<file path="src/rtl/lsu_mem_ctrl.sv">
// lsu_mem_ctrl: load/store controller between the EX stage and the data RAM port.
// It accepts one load or store request per handshake and drives a word-aligned RAM
// access. mem_valid is held for LATENCY cycles. The load word is then extracted and
// sign- or zero-extended, and the result is returned on a valid/ready response
// channel. Illegal and misaligned requests are answered with resp_err and make no
// RAM access.
//
// Ports:
//   clock, reset               clock; asynchronous active-low reset
//   req_valid/req_ready        request handshake
//   req_wen, req_funct3        1 = store; access size/signedness (B,H,W,BU,HU)
//   req_addr, req_wdata        byte address; store data (LSBs significant)
//   resp_valid/resp_ready      response handshake
//   resp_rdata, resp_err       extended load data (0 for stores/errors); error flag
//   mem_valid, mem_wen         RAM request active; single-cycle write strobe
//   mem_waddr, mem_raddr       word-aligned address
//   mem_wdata, mem_wmask       lane-replicated store data; byte-lane mask
//   mem_rdata                  RAM read word
module lsu_mem_ctrl #(
  parameter int unsigned LATENCY = 1
) (
  input  logic        clock,
  input  logic        reset,
  input  logic        req_valid,
  output logic        req_ready,
  input  logic        req_wen,
  input  logic [2:0]  req_funct3,
  input  logic [31:0] req_addr,
  input  logic [31:0] req_wdata,
  output logic        resp_valid,
  input  logic        resp_ready,
  output logic [31:0] resp_rdata,
  output logic        resp_err,
  output logic        mem_valid,
  output logic        mem_wen,
  output logic [31:0] mem_waddr,
  output logic [31:0] mem_wdata,
  output logic [3:0]  mem_wmask,
  output logic [31:0] mem_raddr,
  input  logic [31:0] mem_rdata
);

  typedef enum logic [1:0] {IDLE, ACCESS, RESP} state_t;

  localparam logic [3:0] CNT_INIT = 4'(LATENCY - 1);

  state_t      state_q, state_d;
  logic        wen_q;
  logic [2:0]  f3_q;
  logic [31:0] addr_q;
  logic [31:0] wdata_q;
  logic [3:0]  cnt_q;
  logic        first_q;
  logic [31:0] rdata_q;
  logic        err_q;

  logic        accept;
  logic        bad_req;
  logic [3:0]  st_mask;
  logic [31:0] st_data;
  logic [31:0] ld_shift;
  logic [31:0] ld_ext;

  // Check legality of the incoming request. The check is done before the request
  // is latched, so a bad request never reaches the RAM port.
  always_comb begin
    bad_req = 1'b0;
    if (req_funct3 == 3'b011 || req_funct3[2:1] == 2'b11)
      bad_req = 1'b1;
    if (req_wen && req_funct3[2])
      bad_req = 1'b1;
    if (req_funct3[1:0] == 2'b01 && req_addr[0])
      bad_req = 1'b1;
    if (req_funct3[1:0] == 2'b10 && req_addr[1:0] != 2'b00)
      bad_req = 1'b1;
  end

  // Store lane mask and replicated data, built from the latched request.
  always_comb begin
    st_mask = 4'hF;
    st_data = wdata_q;
    case (f3_q[1:0])
      2'b00: begin
        st_mask = 4'b0001 << addr_q[1:0];
        st_data = {4{wdata_q[7:0]}};
      end
      2'b01: begin
        st_mask = 4'b0011 << addr_q[1:0];
        st_data = {2{wdata_q[15:0]}};
      end
      default: ;
    endcase
  end

  // Load extraction: move the addressed byte or half down to bit 0, then extend it.
  always_comb begin
    ld_shift = mem_rdata >> {addr_q[1:0], 3'b000};
    case (f3_q)
      3'b000:  ld_ext = {{24{ld_shift[7]}}, ld_shift[7:0]};
      3'b100:  ld_ext = {24'h0, ld_shift[7:0]};
      3'b001:  ld_ext = {{16{ld_shift[15]}}, ld_shift[15:0]};
      3'b101:  ld_ext = {16'h0, ld_shift[15:0]};
      default: ld_ext = ld_shift;
    endcase
  end

  always_comb begin
    state_d    = state_q;
    accept     = 1'b0;
    req_ready  = 1'b0;
    resp_valid = 1'b0;
    mem_valid  = 1'b0;
    mem_wen    = 1'b0;
    mem_waddr  = '0;
    mem_raddr  = '0;
    mem_wdata  = '0;
    mem_wmask  = '0;
    case (state_q)
      IDLE: begin
        req_ready = 1'b1;
        if (req_valid) begin
          accept  = 1'b1;
          state_d = bad_req ? RESP : ACCESS;
        end
      end
      ACCESS: begin
        mem_valid = 1'b1;
        mem_waddr = {addr_q[31:2], 2'b00};
        mem_raddr = {addr_q[31:2], 2'b00};
        if (wen_q) begin
          mem_wmask = st_mask;
          mem_wdata = st_data;
          // Write only on the first cycle: the RAM model is combinational, so the
          // strobe must not repeat while the access is being held for the latency.
          mem_wen   = first_q;
        end
        if (cnt_q == 4'd0)
          state_d = RESP;
      end
      RESP: begin
        resp_valid = 1'b1;
        if (resp_ready)
          state_d = IDLE;
      end
      default: state_d = IDLE;
    endcase
    resp_rdata = (state_q == RESP) ? rdata_q : '0;
    resp_err   = (state_q == RESP) ? err_q : 1'b0;
  end

  always_ff @(posedge clock or negedge reset) begin
    if (!reset) begin
      state_q <= IDLE;
      wen_q   <= 1'b0;
      f3_q    <= '0;
      addr_q  <= '0;
      wdata_q <= '0;
      cnt_q   <= '0;
      first_q <= 1'b0;
      rdata_q <= '0;
      err_q   <= 1'b0;
    end else begin
      state_q <= state_d;
      if (accept) begin
        wen_q   <= req_wen;
        f3_q    <= req_funct3;
        addr_q  <= req_addr;
        wdata_q <= req_wdata;
        err_q   <= bad_req;
        rdata_q <= '0;
        cnt_q   <= CNT_INIT;
        first_q <= 1'b1;
      end
      if (state_q == ACCESS) begin
        first_q <= 1'b0;
        if (cnt_q == 4'd0)
          rdata_q <= wen_q ? '0 : ld_ext;
        else
          cnt_q <= cnt_q - 4'd1;
      end
    end
  end

endmodule

</file>
<file path="config.mk">
export PLATFORM = sky130hd
export DESIGN_NAME = lsu_mem_ctrl
export DESIGN_NICKNAME = d
export VERILOG_FILES = /design/src/rtl/lsu_mem_ctrl.sv
export SDC_FILE = /design/constraint.sdc
export NUM_CORES = 1
export LEC_CHECK = 0
export ABC_AREA = 1
export BUFFER_PORTS_ARGS = -buffer_cell sky130_fd_sc_hd__buf_4
export CORE_ASPECT_RATIO = 0.6
export CORE_UTILIZATION = 35
export DETAILED_ROUTE_END_ITERATION = 16
export GPL_TIMING_DRIVEN = 1
export PLACE_DENSITY = 0.62
export SLEW_MARGIN = 30
export SYNTH_ARGS = -nofsm -noshare
export SYNTH_HDL_FRONTEND = slang
export SYNTH_SLANG_ARGS = --single-unit
</file>
<file path="constraint.sdc">
create_clock -name clock -period 2.3 [get_ports clock]
set_clock_uncertainty 0.05 [all_clocks]
set_input_delay 0.23 -clock clock [delete_from_list [all_inputs] [get_ports clock]]
set_output_delay 0.23 -clock clock [all_outputs]
set_load 0.005 [all_outputs]
</file>
==> results.cfg <==
[synth]
syn_avg_cell_area_um2 = 7.00
yosysUniqueCellTypes = 30
ys_ff_latch = 108
ys_seq_area_share_pct = 44.1
synth_top_area_share_pct = 44.1
synth.area.top_cells = dfrtp_1 (44%), nand2_1 (15%), nor2_1 (8.1%), inv_1 (5.9%), buf_4 (5.4%)
yosys_warnings = 0
synth_area_leader_cell = dfrtp_1
syn_inst = 875
syn-cell-area_mm2 = 0.00613

[routing]
via_per_inst = 4.67
via_count = 6056
dr.pass1.iters = 5
first_iter_violations = 444
wire_per_inst_um = 14.7
drt-total-wl_mm = 19.0
drc = 0
final_antenna_net_count = 0

[sta]
fin_crit_ns = 2.14
final-max-slew-violation-count = 0
hold_ws_ns = 0.0218
max_freq_ghz = 0.467
worst_pin_slew_ns = 0.628
timing.setup.tns_ns = 0
setup_violations = 0
rsz0062_at_grt = no
hold_viol = 0
finalCritPeriodShare_pct = 93.1
relSlewSlack_pct = 57.7

[power]
power_switching_w = 0.00401
clkPwrFrac_pct = 18.0
combPwrFrac_pct = 47.5
ir_drop_uv = 440
power.leakage_nw = 4.43
swShare_pct = 43.4
power_density_mw_per_mm2 = 1130
power_frac_seq_pct = 34.6
p_int_w = 0.00522

[worst_setup_path]
r2r_slack_ns = 0.43
endpoint_kind = output port
cp_max_fo = 13
r2r_start = addr_q[0]
worstSetupStartpointType = flop
worstSetupStartpoint = f3_q[1]
worstPathArrival_ns = 1.86
critical_path_class = flop to output port
critPathRequiredTime_ns = 2.02

[clock_network]
h-tree-depth = 3
clock_sinks = 108
cts_max_path_buffers = 2
root_buffer = clkbuf_16
cts_setup_buffers = 0
cts_tree = built
clk_latency_ns = 0.35
cts_buffers = 9
clk_pin_slew_ns = 0.08

[floorplanning]
design.die.area_mm2 = 0.0181
design.core.area_mm2 = 0.0171
pin_count = 241
initial_core_util_pct = 35.8
die_y_um = 104
die_w_um = 173
row_count = 37

[final_layout]
drive_above_1_share_pct = 26.7
antenna_cells = 0
fin_nets = 1162
area.growth.synth_to_final_pct = 33.8
finalInstanceArea_mm2 = 0.00819

[grt]
grt_overflow = 0
grt_pass1_vias = 5500
grt_usage_pct = 21.2
grt_max_degree = 74
antenna_found_initial = 0
grt_pass1_wl_mm = 30.4

[status]
status = finished clean

[job]
max-cap-violations = 0

[min_path]
hold_class = input pin to flop
min-delay-start = req_wdata[26]

[place]
io_buffers = 236
place_hpwl_mm = 13.9
gp_congestion = 0.922
post_dp_cell_area_mm2 = 0.00786
==> per-layer routing <==
metal	up-vias	track usage (%)	share of wire, %
met3	4	6.47	9.0
met5	-	0	0
met1	2795	32.7	51
li1	3035	-	-
met2	222	28.9	40
met4	0	3.35	0.21
==> cell type report <==
type / count / area (um2)
multi-input combinational: 584 / 2550
clock inverter: 6 / 78.8
sequential: 108 / 2700
inverter: 102 / 389
clock buffer: 10 / 239
fill: 1803 / 8930
tap: 234 / 293
timing repair buffer: 252 / 1940
==> power groups by stage <==
stage                     Clock (W)  Sequential, W  Combinational, W
after floorplan                   0        0.00307           0.00308
after global placement            0        0.00319           0.00435
after detailed placement          0        0.00321           0.00437
after CTS                   0.00172        0.00319           0.00439
after global routing        0.00180        0.00330           0.00495
final                       0.00166        0.00319           0.00438
==> repair_timing <==
action,in CTS,in global routing
endpoints found under the hold margin,108,0
hold buffers,1,0
endpoints found under the setup margin,0,31
resized for setup,0,5
==> cells in the mapped netlist, drive strengths merged <==
cell type,n
buf,62
nand4,2
ha,1
nand2,248
o31ai,1
nor2,137
conb,1
xor2,1
o22ai,3
inv,102
dfrtp,108
o21ai,84
nor3,3
a21oi,34
clkbuf,22
o21a,1
nand3,58
o211ai,7
==> layout by cell type (no fill, tap or decap), drive strengths merged <==
master       synthesis  final
a21oi               34     34
buf                 62    251
bufinv               0      1
clkbuf              22     10
clkinv               0      2
conb                 1      4
dfrtp              108    108
dlygate4sd3          0      1
ha                   1      1
inv                102    105
nand2              248    248
nand3               58     58
nand4                2      2
nor2               137    137
nor3                 3      3
o211ai               7      7
o21a                 1      1
o21ai               84     84
o22ai                3      3
o31ai                1      1
xor2                 1      1
==> flip-flops by register name, summed over array words and instances (netlist names), 2 cells and up <==
signal,flops
rdata_q,32
addr_q,32
cnt_q,4
f3_q,3
state_q,2
wdata_q,32
==> critical path, stage by stage (launching register included) <==
cell,delay [ns]
dfrtp_1,0.40
inv_2,0.21
nand2_1,0.11
inv_1,0.29
a21oi_1,0.16
o21ai_0,0.14
nor2_1,0.07
buf_4,0.14
==> path summary, 6_finish.rpt <==
check,endpoint,depth (start not counted)
hold / removal,wdata_q[26],3
hold reg to reg,wdata_q[25],2
setup reg to reg,rdata_q[22],6
max in group asynchronous,f3_q[1],3
setup / recovery,mem_wdata[25],7
min in group asynchronous,rdata_q[25],3
==> metrics by stage <==
| step | instances | worst slack, ns | total power (W) | utilization, % |
|---|---|---|---|---|
| after floorplan | 878 | 0.805 | 0.00615 | - |
| after CTS | 1296 | 0.0295 | 0.00929 | 47.8 |
| final | 1296 | 0.159 | 0.00923 | 47.8 |
| after global routing | 1296 | 0.0359 | 0.0100 | 47.8 |
| after global placement | 1279 | 0.429 | 0.00754 | 45.9 |
| after detailed placement | 1279 | 0.419 | 0.00757 | 45.9 |
==> cell families after synthesis <==
kind of cell               count (synthesis)  share of synthesized area (%)
other                                      1                         0.0612
adders and majority gates                  1                          0.204
buffers and inverters                    186                           14.6
and+or+nand+nor                          448                           29.9
xor gates and xnor gates                   1                          0.143
DFF                                      108                           44.1
AOI/OAI and AO/OA                        130                           11.0
Power figures use the tool's default switching activity.
